==> config.mk <==
export PLATFORM = sky130hd
export DESIGN_NAME = stats_reporter
export DESIGN_NICKNAME = d
export VERILOG_FILES = /design/src/rtl/stats_reporter_pkg.sv /design/src/rtl/stats_reporter_uart_tx.sv /design/src/rtl/stats_reporter.sv
export SDC_FILE = /design/constraint.sdc
export NUM_CORES = 1
export LEC_CHECK = 0
export CORE_MARGIN = 4
export CORE_UTILIZATION = 30
export CTS_CLUSTER_DIAMETER = 200
export DETAILED_ROUTE_END_ITERATION = 10
export HOLD_SLACK_MARGIN = 0.12
export MAX_ROUTING_LAYER = met4
export PLACE_DENSITY = 0.58
export SLEW_MARGIN = 20
export SYNTH_ARGS = -nofsm -noshare
export SYNTH_HDL_FRONTEND = slang
export SYNTH_SLANG_ARGS = --single-unit
==> constraint.sdc <==
create_clock -name clk -period 2.1 [get_ports clk]
set_clock_uncertainty 0.05 [all_clocks]
set_input_delay 0.525 -clock clk [delete_from_list [all_inputs] [get_ports clk]]
set_output_delay 0.525 -clock clk [all_outputs]
set_load 0.01 [all_outputs]
==> src/rtl/stats_reporter_pkg.sv <==
// Shared constants, frame types and the nibble-to-ASCII helper for the telemetry reporter.
package stats_reporter_pkg;

    localparam int         FRAME_LEN = 11;
    localparam logic [7:0] SOF       = 8'h53;
    localparam logic [7:0] CR        = 8'h0D;
    localparam logic [7:0] LF        = 8'h0A;

    typedef enum logic [2:0] {
        ST_IDLE,
        ST_LOAD,
        ST_SEND,
        ST_WAIT,
        ST_DONE
    } state_e;

    typedef struct packed {
        logic [3:0] hunger;
        logic [3:0] happiness;
        logic [3:0] health;
        logic [3:0] hygiene;
        logic [3:0] energy;
        logic [3:0] social;
        logic [6:0] status;
    } snapshot_t;

    // Uppercase hex digit: 0-9 -> '0'-'9', 10-15 -> 'A'-'F'.
    function automatic logic [7:0] hex_ascii(input logic [3:0] nibble);
        logic [7:0] wide;
        wide = {4'h0, nibble};
        if (nibble < 4'd10) begin
            return 8'h30 + wide;
        end
        return 8'h37 + wide;
    endfunction

endpackage

==> src/rtl/stats_reporter_uart_tx.sv <==
// 8N1 UART transmitter, LSB first, one start strobe per byte.
// The start bit is driven onto tx in the same cycle the strobe is accepted,
// so the line reacts without an extra register stage of latency.
module uart_tx #(
    parameter logic [15:0] CLKS_PER_BIT = 16'd87
) (
    input  logic       clk,
    input  logic       reset,
    input  logic       start,
    input  logic [7:0] data,
    output logic       tx,
    output logic       ready
);

    logic        ready_q, ready_d;
    logic        tx_q, tx_d;
    logic [8:0]  shift_q, shift_d;
    logic [3:0]  bit_q, bit_d;
    logic [15:0] clk_cnt_q, clk_cnt_d;
    logic        accept;

    assign accept = start & ready_q;
    assign ready  = ready_q;
    assign tx     = tx_q & ~accept;

    // Bit timing: accept a byte, then walk start, 8 data bits and stop bit.
    always_comb begin
        ready_d   = ready_q;
        tx_d      = tx_q;
        shift_d   = shift_q;
        bit_d     = bit_q;
        clk_cnt_d = clk_cnt_q;
        if (accept) begin
            ready_d   = 1'b0;
            tx_d      = 1'b0;
            shift_d   = {1'b1, data};
            bit_d     = 4'd0;
            clk_cnt_d = 16'd1;
        end else if (!ready_q) begin
            if (clk_cnt_q == CLKS_PER_BIT - 16'd1) begin
                clk_cnt_d = 16'd0;
                if (bit_q == 4'd9) begin
                    ready_d = 1'b1;
                    tx_d    = 1'b1;
                end else begin
                    tx_d    = shift_q[0];
                    shift_d = {1'b1, shift_q[8:1]};
                    bit_d   = bit_q + 4'd1;
                end
            end else begin
                clk_cnt_d = clk_cnt_q + 16'd1;
            end
        end
    end

    // Transmitter state registers; the line idles high out of reset.
    always_ff @(posedge clk) begin
        if (reset) begin
            ready_q   <= 1'b1;
            tx_q      <= 1'b1;
            shift_q   <= '1;
            bit_q     <= 4'd0;
            clk_cnt_q <= 16'd0;
        end else begin
            ready_q   <= ready_d;
            tx_q      <= tx_d;
            shift_q   <= shift_d;
            bit_q     <= bit_d;
            clk_cnt_q <= clk_cnt_d;
        end
    end

endmodule

==> src/rtl/stats_reporter.sv <==
// Telemetry reporter: snapshots the pet stats and status, formats an
// 11-byte ASCII frame and streams it on a dedicated UART TX line.
module stats_reporter
    import stats_reporter_pkg::*;
#(
    parameter logic [23:0] PERIOD       = 24'd10_000_000,
    parameter logic [15:0] CLKS_PER_BIT = 16'd87
) (
    input  logic       clk,
    input  logic       reset,
    input  logic [3:0] hunger,
    input  logic [3:0] happiness,
    input  logic [3:0] health,
    input  logic [3:0] hygiene,
    input  logic [3:0] energy,
    input  logic [3:0] social,
    input  logic [6:0] status,
    input  logic       enable,
    input  logic       request,
    output logic       tx,
    output logic       busy,
    output logic       frame_done
);

    localparam logic [3:0]  LAST_IDX       = 4'(FRAME_LEN - 1);
    // The last byte is timed locally so that busy falls and frame_done fires
    // on the final stop-bit cycle, keeping busy high for exactly
    // 11 bytes plus 10 inter-byte gaps.
    localparam logic [19:0] LAST_BYTE_WAIT = 20'(10 * int'(CLKS_PER_BIT) - 3);

    state_e      state_q, state_d;
    logic [23:0] period_q, period_d;
    logic        pending_q, pending_d;
    snapshot_t   snap_q, snap_d;
    logic [3:0]  idx_q, idx_d;
    logic [19:0] timer_q, timer_d;
    logic        period_wrap;
    logic        uart_start;
    logic        uart_ready;
    logic [7:0]  uart_data;

    // State register.
    always_ff @(posedge clk) begin
        if (reset) begin
            state_q <= ST_IDLE;
        end else begin
            state_q <= state_d;
        end
    end

    // Next-state logic: one pass through LOAD, then SEND/WAIT per byte.
    always_comb begin
        state_d = state_q;
        case (state_q)
            ST_IDLE: if (pending_q) state_d = ST_LOAD;
            ST_LOAD: state_d = ST_SEND;
            ST_SEND: state_d = ST_WAIT;
            ST_WAIT: begin
                if (idx_q != LAST_IDX) begin
                    if (uart_ready) state_d = ST_SEND;
                end else if (timer_q == 20'd0) begin
                    state_d = ST_DONE;
                end
            end
            ST_DONE: state_d = ST_IDLE;
            default: state_d = ST_IDLE;
        endcase
    end

    // Datapath: period counter, coalescing trigger flag, snapshot, byte index.
    always_comb begin
        period_wrap = enable && (period_q == PERIOD - 24'd1);
        period_d    = period_q;
        pending_d   = pending_q;
        snap_d      = snap_q;
        idx_d       = idx_q;
        timer_d     = timer_q;

        if (enable) begin
            period_d = period_wrap ? 24'd0 : period_q + 24'd1;
        end

        if (state_q == ST_IDLE && pending_q) begin
            pending_d        = 1'b0;
            snap_d.hunger    = hunger;
            snap_d.happiness = happiness;
            snap_d.health    = health;
            snap_d.hygiene   = hygiene;
            snap_d.energy    = energy;
            snap_d.social    = social;
            snap_d.status    = status;
        end
        if (request || period_wrap) begin
            pending_d = 1'b1;
        end

        case (state_q)
            ST_LOAD: idx_d = 4'd0;
            ST_SEND: timer_d = LAST_BYTE_WAIT;
            ST_WAIT: begin
                if (idx_q != LAST_IDX && uart_ready) idx_d = idx_q + 4'd1;
                if (timer_q != 20'd0) timer_d = timer_q - 20'd1;
            end
            default: ;
        endcase
    end

    // Datapath registers.
    always_ff @(posedge clk) begin
        if (reset) begin
            period_q  <= 24'd0;
            pending_q <= 1'b0;
            snap_q    <= '0;
            idx_q     <= 4'd0;
            timer_q   <= 20'd0;
        end else begin
            period_q  <= period_d;
            pending_q <= pending_d;
            snap_q    <= snap_d;
            idx_q     <= idx_d;
            timer_q   <= timer_d;
        end
    end

    // Outputs: status flags, start strobe and the frame byte for the current index.
    always_comb begin
        busy       = 1'b0;
        frame_done = 1'b0;
        uart_start = 1'b0;
        case (state_q)
            ST_LOAD, ST_WAIT: busy = 1'b1;
            ST_SEND: begin
                busy       = 1'b1;
                uart_start = 1'b1;
            end
            ST_DONE: frame_done = 1'b1;
            default: ;
        endcase

        case (idx_q)
            4'd0:    uart_data = SOF;
            4'd1:    uart_data = hex_ascii(snap_q.hunger);
            4'd2:    uart_data = hex_ascii(snap_q.happiness);
            4'd3:    uart_data = hex_ascii(snap_q.health);
            4'd4:    uart_data = hex_ascii(snap_q.hygiene);
            4'd5:    uart_data = hex_ascii(snap_q.energy);
            4'd6:    uart_data = hex_ascii(snap_q.social);
            4'd7:    uart_data = hex_ascii({1'b0, snap_q.status[6:4]});
            4'd8:    uart_data = hex_ascii(snap_q.status[3:0]);
            4'd9:    uart_data = CR;
            default: uart_data = LF;
        endcase
    end

    uart_tx #(
        .CLKS_PER_BIT(CLKS_PER_BIT)
    ) u_uart_tx (
        .clk  (clk),
        .reset(reset),
        .start(uart_start),
        .data (uart_data),
        .tx   (tx),
        .ready(uart_ready)
    );

endmodule

==> results of run 1 <==
cell type report:
type | instances | area (um2) | area share
multi-input cells | 591 | 3543 | 0.4493
flip-flops and latches | 113 | 2268 | 0.2876
repair buffers | 128 | 1061 | 0.1345
clock buffers | 18 | 439.2 | 0.05569
well taps | 265 | 331.6 | 0.04204
clock inverters | 14 | 156.4 | 0.01983
inverters | 23 | 86.33 | 0.01095
power by group through the flow:
stage	registers (mW)	logic, mW	clock network [mW]
floorplan	2.35	0.476	0
global placement	2.35	0.819	0
detailed placement	2.35	0.823	0
CTS	2.31	0.835	2.96
global route	2.33	0.948	3.04
finish	2.31	0.847	2.88
synthesized netlist by cell type (5+ instances only):
library cell,instances,area share
inv_1,23,0.015
a21oi_1,70,0.059
or3_1,10,0.011
ha_1,18,0.038
nor4_1,16,0.017
nand3_1,29,0.024
and4b_1,7,0.012
nor2_1,91,0.058
nor3_1,19,0.016
o21ai_0,31,0.026
dfxtp_1,113,0.38
nor2b_1,16,0.017
o22ai_1,6,0.0063
nand2b_1,13,0.014
nand2_1,104,0.066
clkbuf_1,30,0.019
a211oi_1,10,0.013
nand4_1,21,0.022
and4_1,5,0.0074
xnor2_1,31,0.046
and3_1,8,0.0084
and2_1,6,0.0063
xor2_1,31,0.046
path summary, 6_finish.rpt:
kind | start | endpoint | slack (ns) | cells past startpoint
worst max-delay path | timer_q[6] | timer_q[6] | -0.03 | 6
worst max register to register | timer_q[6] | timer_q[6] | -0.03 | 6
worst min-delay path | snap_q[5] | snap_q[5] | 0.40 | 2
worst min register to register | snap_q[5] | snap_q[5] | 0.40 | 2
worst min-delay path, cell delays in order, from the launching register on:
cell,delay (ns)
dfxtp_1,0.30
nand2_1,0.05
a21oi_1,0.05
state kept, by name, indices dropped and copies added, names as in the netlist:
| register | flops |
|---|---|
| snap_q | 31 |
| period_q | 24 |
| timer_q | 20 |
| u_uart_tx.clk_cnt_q | 16 |
| u_uart_tx.shift_q | 8 |
| idx_q | 4 |
| u_uart_tx.bit_q | 4 |
| state_q | 3 |
| pending_q | 1 |
| u_uart_tx.ready | 1 |
| u_uart_tx.tx_q | 1 |
routing by layer:
metal	vias up	wire [um]
met4	0	240
li1	2890	-
met3	25	594
met2	95	6184
met1	2450	7393
met5	-	0
repair_timing:
| item | CTS | global route |
|---|---|---|
| pin swaps | 3 | 4 |
| endpoints found under the setup margin | 12 | 20 |
| setup buffers | 0 | 0 |
| gates resized for setup | 13 | 16 |
cell families (layout without fill, tap and decap cells):
family,after synthesis,after routing,synth area share
XOR/XNOR,62,62,0.09160
multiplexers,4,4,0.006965
AO/OA/AOI/OAI,144,144,0.1425
adder cells (fa/ha/maj),18,18,0.03799
AND/OR/NAND/NOR,363,363,0.3039
buffers and inverters,56,183,0.03546
flip-flops,113,113,0.3816
through the flow:
stage	hold slack [ns]	power, mW
after floorplan	0.3741	2.830
after global placement	0.3879	3.171
after detailed placement	0.3998	3.176
after CTS	0.4079	6.107
after global routing	0.4319	6.314
final	0.4046	6.046
==> flow_metrics.env, run 1 <==
export IMPL_status="finished with violations"
export IMPL_violations="negative setup slack"
export IMPL_max_slew_margin_rel=0.6522
export IMPL_cp_data_required_time_ns=2.34
export IMPL_first_pass_iters=5
export IMPL_critPathKind="reg -> reg"
export IMPL_fin_cells=1152
export IMPL_path_clk_slew_ns=0.05
export IMPL_drv_cap=0
export IMPL_grt_pass1_vias=5217
export IMPL_syn_cell_area_um2=5928
export IMPL_cts_tree="yes"
export IMPL_setup_violations=4
export IMPL_synth_ff_type="dfxtp_1"
export IMPL_internal_power_mw=4.449
export IMPL_power_density_nw_per_um2=766.6
export IMPL_drc=0
export IMPL_place_area_um2=7206
export IMPL_clockBufferDepth=2
export IMPL_crit_slowest_cell="or4_4"
export IMPL_busiest_layer="met2"
export IMPL_hpwl_um=10590
export IMPL_ant_nets=0
export IMPL_fin_nets=927
export IMPL_min_path_type="reg -> reg"
export IMPL_boundaryPins=38
export IMPL_pwr_share_comb=0.140
export IMPL_antenna_found_initial=0
export IMPL_grt_max_degree=32
export IMPL_clock_sinks=113
export IMPL_layout_drive_gt1_share=0.1669
export IMPL_start_util=0.3046
export IMPL_path_max_fanout=5
export IMPL_fin_crit_sh=1.012
export IMPL_gp_congestion=0.9327
export IMPL_switching_share=0.2641
export IMPL_routedWlPerCell_um=12.51
export IMPL_area_growth_pct=33.03
export IMPL_n_antenna_cell=0
export IMPL_period_needed_ns=2.126
export IMPL_dp_cells=1121
export IMPL_critical_path_buf_inv_count=0
export IMPL_die_area_um2=22070
export IMPL_yosysUniqueCellTypes=52
export IMPL_p_leak_nw=2.913
export IMPL_drtIter0Drc=296
export IMPL_layout_commonest_cell="dfxtp_1"
export IMPL_end_kind="flip-flop"
export IMPL_numCtsBuffers=17
export IMPL_fmax_mhz=470.3
export IMPL_vias=5460
export IMPL_fin_ws_ns=-0.02622
export IMPL_met1_usage=0.1929
export IMPL_synth_seq_cells=113
export IMPL_clock_root_buffer="clkbuf_16"
export IMPL_cpPeakStageDelay_ns=0.54
export IMPL_path_cells="or4_4 -> or4_4 -> o21ai_4 -> or3_1 -> xor2_1 -> a21oi_1"
export IMPL_core_rowCount=51
export IMPL_grt_usage=0.1405
export IMPL_synth_fp_nets=813
export IMPL_fin_util=0.4052
export IMPL_post_place_ws_ns=-0.1895
export IMPL_holdBufCountCts=0
export IMPL_clk_latency_ns=0.42
export IMPL_power_frac_seq=0.383
export IMPL_async_flop_share=0
export IMPL_cp_arrival_ns=2.36
export IMPL_avgSynthCellArea_um2=7.800
export IMPL_via_per_inst=4.740
export IMPL_power_frac_clock=0.477
export IMPL_grt_pass1_wl_um=24640
export IMPL_slew_viol_final=0
export IMPL_ys_warn_count=0
export IMPL_ir_drop_v=0.0006668
export IMPL_die_w_um=148.6
export IMPL_switching_power_mw=1.597
export IMPL_final_cell_mix="dfxtp_1, nand2_1, nor2_1, buf_4, a21oi_1"
export IMPL_cts_max_level=4
export IMPL_cp_common_cell="or4_4"
export IMPL_syn_inst=760
export IMPL_globalRouteOverflowTotal=0
export IMPL_tightest_slew_ns=0.5170
export IMPL_seq_area_frac_synth=0.3816
export IMPL_use_met2=0.2035
export IMPL_synth_edf_count=0
export IMPL_design_area_um2=7886
export IMPL_crit_family="simple AND/OR/NAND/NOR gates"
export IMPL_fin_tns_setup_ns=-0.05023
export IMPL_die_y_um=148.6
export IMPL_io_buffers=37
export IMPL_fill_cells=1975
export IMPL_drt_wl_total_um=14410
export IMPL_cp_start_kind="flip-flop"
export IMPL_core_area_um2=19460
export IMPL_grt_setup_unrepaired="true"
export IMPL_final_hold_viol_count=0
export IMPL_met3_usage=0.03626
Power figures use the tool's default switching activity.
==> inputs of run 2 (changes only) <==
--- a/config.mk
+++ b/config.mk
@@ -7,7 +7,6 @@
 export LEC_CHECK = 0
 export CORE_MARGIN = 4
 export CORE_UTILIZATION = 30
-export CTS_CLUSTER_DIAMETER = 200
 export DETAILED_ROUTE_END_ITERATION = 10
 export HOLD_SLACK_MARGIN = 0.12
 export MAX_ROUTING_LAYER = met4
@@ -15,4 +14,5 @@
 export SLEW_MARGIN = 20
 export SYNTH_ARGS = -nofsm -noshare
 export SYNTH_HDL_FRONTEND = slang
+export SYNTH_HIERARCHICAL = 1
 export SYNTH_SLANG_ARGS = --single-unit
==> constraint.sdc (replaced) <==
create_clock -name clk -period 2.1 [get_ports clk]
set_clock_uncertainty 0.05 [all_clocks]
set_input_delay 0.525 -clock clk [delete_from_list [all_inputs] [get_ports clk]]
set_output_delay 0.525 -clock clk [all_outputs]
set_load 0.005 [all_outputs]
==> run 2 against run 1 <==
  * The run still ends with negative setup slack left
  * Sequential power is 3% higher
  * Core utilization hardly changed
  * Wire length is 4.4% higher
  * Clock power is 7.3% higher
  * Global-route usage is 0.74 points lower
  * Count of clock-buffer cells in the layout is 2 higher
  * Via count is 6.7% higher
  * Critical path depth is 1 lower
  * Sequential share of layout area is 1.2 points lower
  * Die area is 5.2% higher
  * Largest cell class unchanged
==> flow_metrics.env, run 2 <==
export IMPL_start_util=0.3072
export IMPL_p_leak_nw=2.883
export IMPL_drc=0
export IMPL_routedWlPerCell_um=12.71
export IMPL_gp_congestion=0.8860
export IMPL_fmax_mhz=463.2
export IMPL_synth_edf_count=0
export IMPL_globalRouteOverflowTotal=0
export IMPL_path_max_fanout=6
export IMPL_area_growth_pct=31.86
export IMPL_dp_cells=1145
export IMPL_grt_pass1_vias=5490
export IMPL_syn_inst=794
export IMPL_clockBufferDepth=2
export IMPL_ant_nets=0
export IMPL_yosysTopAreaCell="dfxtp_1"
export IMPL_antenna_found_initial=0
export IMPL_syn_cell_area_um2=6256
export IMPL_die_y_um=152.4
export IMPL_final_hold_viol_count=0
export IMPL_grt_pass1_wl_um=25700
export IMPL_cp_start_kind="flip-flop"
export IMPL_layout_drive_gt1_share=0.1884
export IMPL_max_slew_margin_rel=0.6657
export IMPL_synth_fp_nets=847
export IMPL_first_pass_iters=7
export IMPL_cp_arrival_ns=2.45
export IMPL_async_flop_share=0
export IMPL_io_buffers=37
export IMPL_path_clk_slew_ns=0.05
export IMPL_die_w_um=152.4
export IMPL_place_area_um2=7402
export IMPL_setup_violations=4
export IMPL_design_area_um2=8249
export IMPL_avgSynthCellArea_um2=7.879
export IMPL_critPathKind="reg -> reg"
export IMPL_regMostFlops="snap_q"
export IMPL_grt_max_degree=42
export IMPL_drt_wl_total_um=15040
export IMPL_via_per_inst=4.926
export IMPL_post_place_ws_ns=-0.2406
export IMPL_grt_usage=0.1332
export IMPL_clock_root_buffer="clkbuf_16"
export IMPL_synth_common_cells="dfxtp_1, nand2_1, a21oi_1"
export IMPL_synth_seq_cells=113
export IMPL_slew_viol_final=0
export IMPL_yosysUniqueCellTypes=57
export IMPL_core_area_um2=20360
export IMPL_cts_max_level=4
export IMPL_fin_cells=1183
export IMPL_boundaryPins=38
export IMPL_seq_area_frac_synth=0.3616
export IMPL_power_density_nw_per_um2=813.3
export IMPL_cp_data_required_time_ns=2.39
export IMPL_synth_top_cell_area_share=0.3616
export IMPL_holdBufCountCts=0
export IMPL_die_area_um2=23230
export IMPL_synth_ff_type="dfxtp_1"
export IMPL_vias=5828
export IMPL_synth_most_common_cell="dfxtp_1"
export IMPL_numCtsBuffers=17
export IMPL_reg_top3="snap_q x31, period_q x24, timer_q x20"
export IMPL_drtIter0Drc=457
export IMPL_end_kind="flip-flop"
export IMPL_final_cell_mix="dfxtp_1, nand2_1, buf_4"
export IMPL_clock_sinks=113
export IMPL_hpwl_um=10800
export IMPL_violations="negative setup slack"
export IMPL_fin_tns_setup_ns=-0.1605
export IMPL_status="finished with violations"
export IMPL_clk_latency_ns=0.41
export IMPL_fin_crit_sh=1.028
export IMPL_fin_ws_ns=-0.05880
export IMPL_core_rowCount=52
export IMPL_synth_area_leaders="dfxtp_1, a21oi_1, nand2_1, nor2_1, xnor2_1"
export IMPL_cts_tree="yes"
export IMPL_grt_setup_unrepaired="true"
export IMPL_power_mw=6.709
export IMPL_ys_warn_count=6
export IMPL_min_path_type="reg -> reg"
export IMPL_tightest_slew_ns=0.5014
export IMPL_largest_reg_flops=31
export IMPL_drv_cap=0
export IMPL_period_needed_ns=2.159
export IMPL_layout_commonest_cell="dfxtp_1"
export IMPL_n_antenna_cell=0
export IMPL_fin_nets=953
export IMPL_ir_drop_v=0.0005894
[run 2: changes by cell type after synthesis, moves of 6 or more]
cell,before,now
or3_1,10,16
xor2_1,31,22
inv_1,23,32
nor2_1,91,68
or4_1,2,9
nor3_1,19,32
o31ai_1,0,7
a31o_2,0,6
a21oi_1,70,80
nand3_1,29,21
[run 2: power by group]
group	total, mW	switching, mW	leakage (nW)	internal [mW]
combinational	1.24	0.633	1.65	0.612
clock	3.09	1.04	0.311	2.05
sequential	2.37	0.112	0.920	2.26
total	6.71	1.78	2.88	4.93
[run 2: cell type report]
cell class	count	area, um2
fillers	2024	12120
multi-input cells	614	3866
flip-flops and latches	113	2275
repair buffers	122	1012
clock buffers	20	456.7
well taps	270	337.8
clock inverters	12	181.4
inverters	32	120.1
[run 2: cells by family after synthesis]
family / after synthesis / share of synthesized area
AOI/OAI and AO/OA: 174 / 0.1684
and+or+nand+nor: 373 / 0.3216
buffers and inverters: 67 / 0.04460
xor gates and xnor gates: 48 / 0.06720
adders and majority gates: 18 / 0.03600
other: 1 / 0.0005994
DFF: 113 / 0.3616
[run 2: what timing repair did]
item | 4_1_cts | 5_1_grt
endpoints found under the setup margin | 8 | 38
setup buffers | 2 | 4
resized for setup | 7 | 38
hold endpoints to repair | 0 | 0
pin swaps | 4 | 10
[run 2: worst paths after layout]
check                           startpoint     endpoint  slack, ns  depth (start not counted)
worst min-delay path             snap_q[7]    snap_q[7]       0.40                          2
worst min register to register   snap_q[7]    snap_q[7]       0.40                          2
worst max register to register  timer_q[9]  timer_q[17]      -0.06                          5
worst max-delay path            timer_q[9]  timer_q[17]      -0.06                          5
[run 2: per-stage QoR]
stage | hold WS (ns) | utilization
floorplan | 0.3863 | -
global placement | 0.3966 | 0.3635
detailed placement | 0.3984 | 0.3635
CTS | 0.4062 | 0.3965
global route | 0.4303 | 0.4051
finish | 0.4037 | 0.4051
[run 2: worst max-delay path: stages (launching register included)]
cell     delay (ns)
dfxtp_1        0.31
or4_4          0.57
or3_4          0.35
a311o_1        0.35
or3_1          0.33
a21oi_1        0.14
[run 2: metal layers]
layer	global-route usage	up-vias	wire, um
met4	0.03938	0	214
met1	0.1733	2660	7357
met3	0.03039	20	507
li1	-	3046	-
met5	-	-	0
met2	0.2072	102	6958
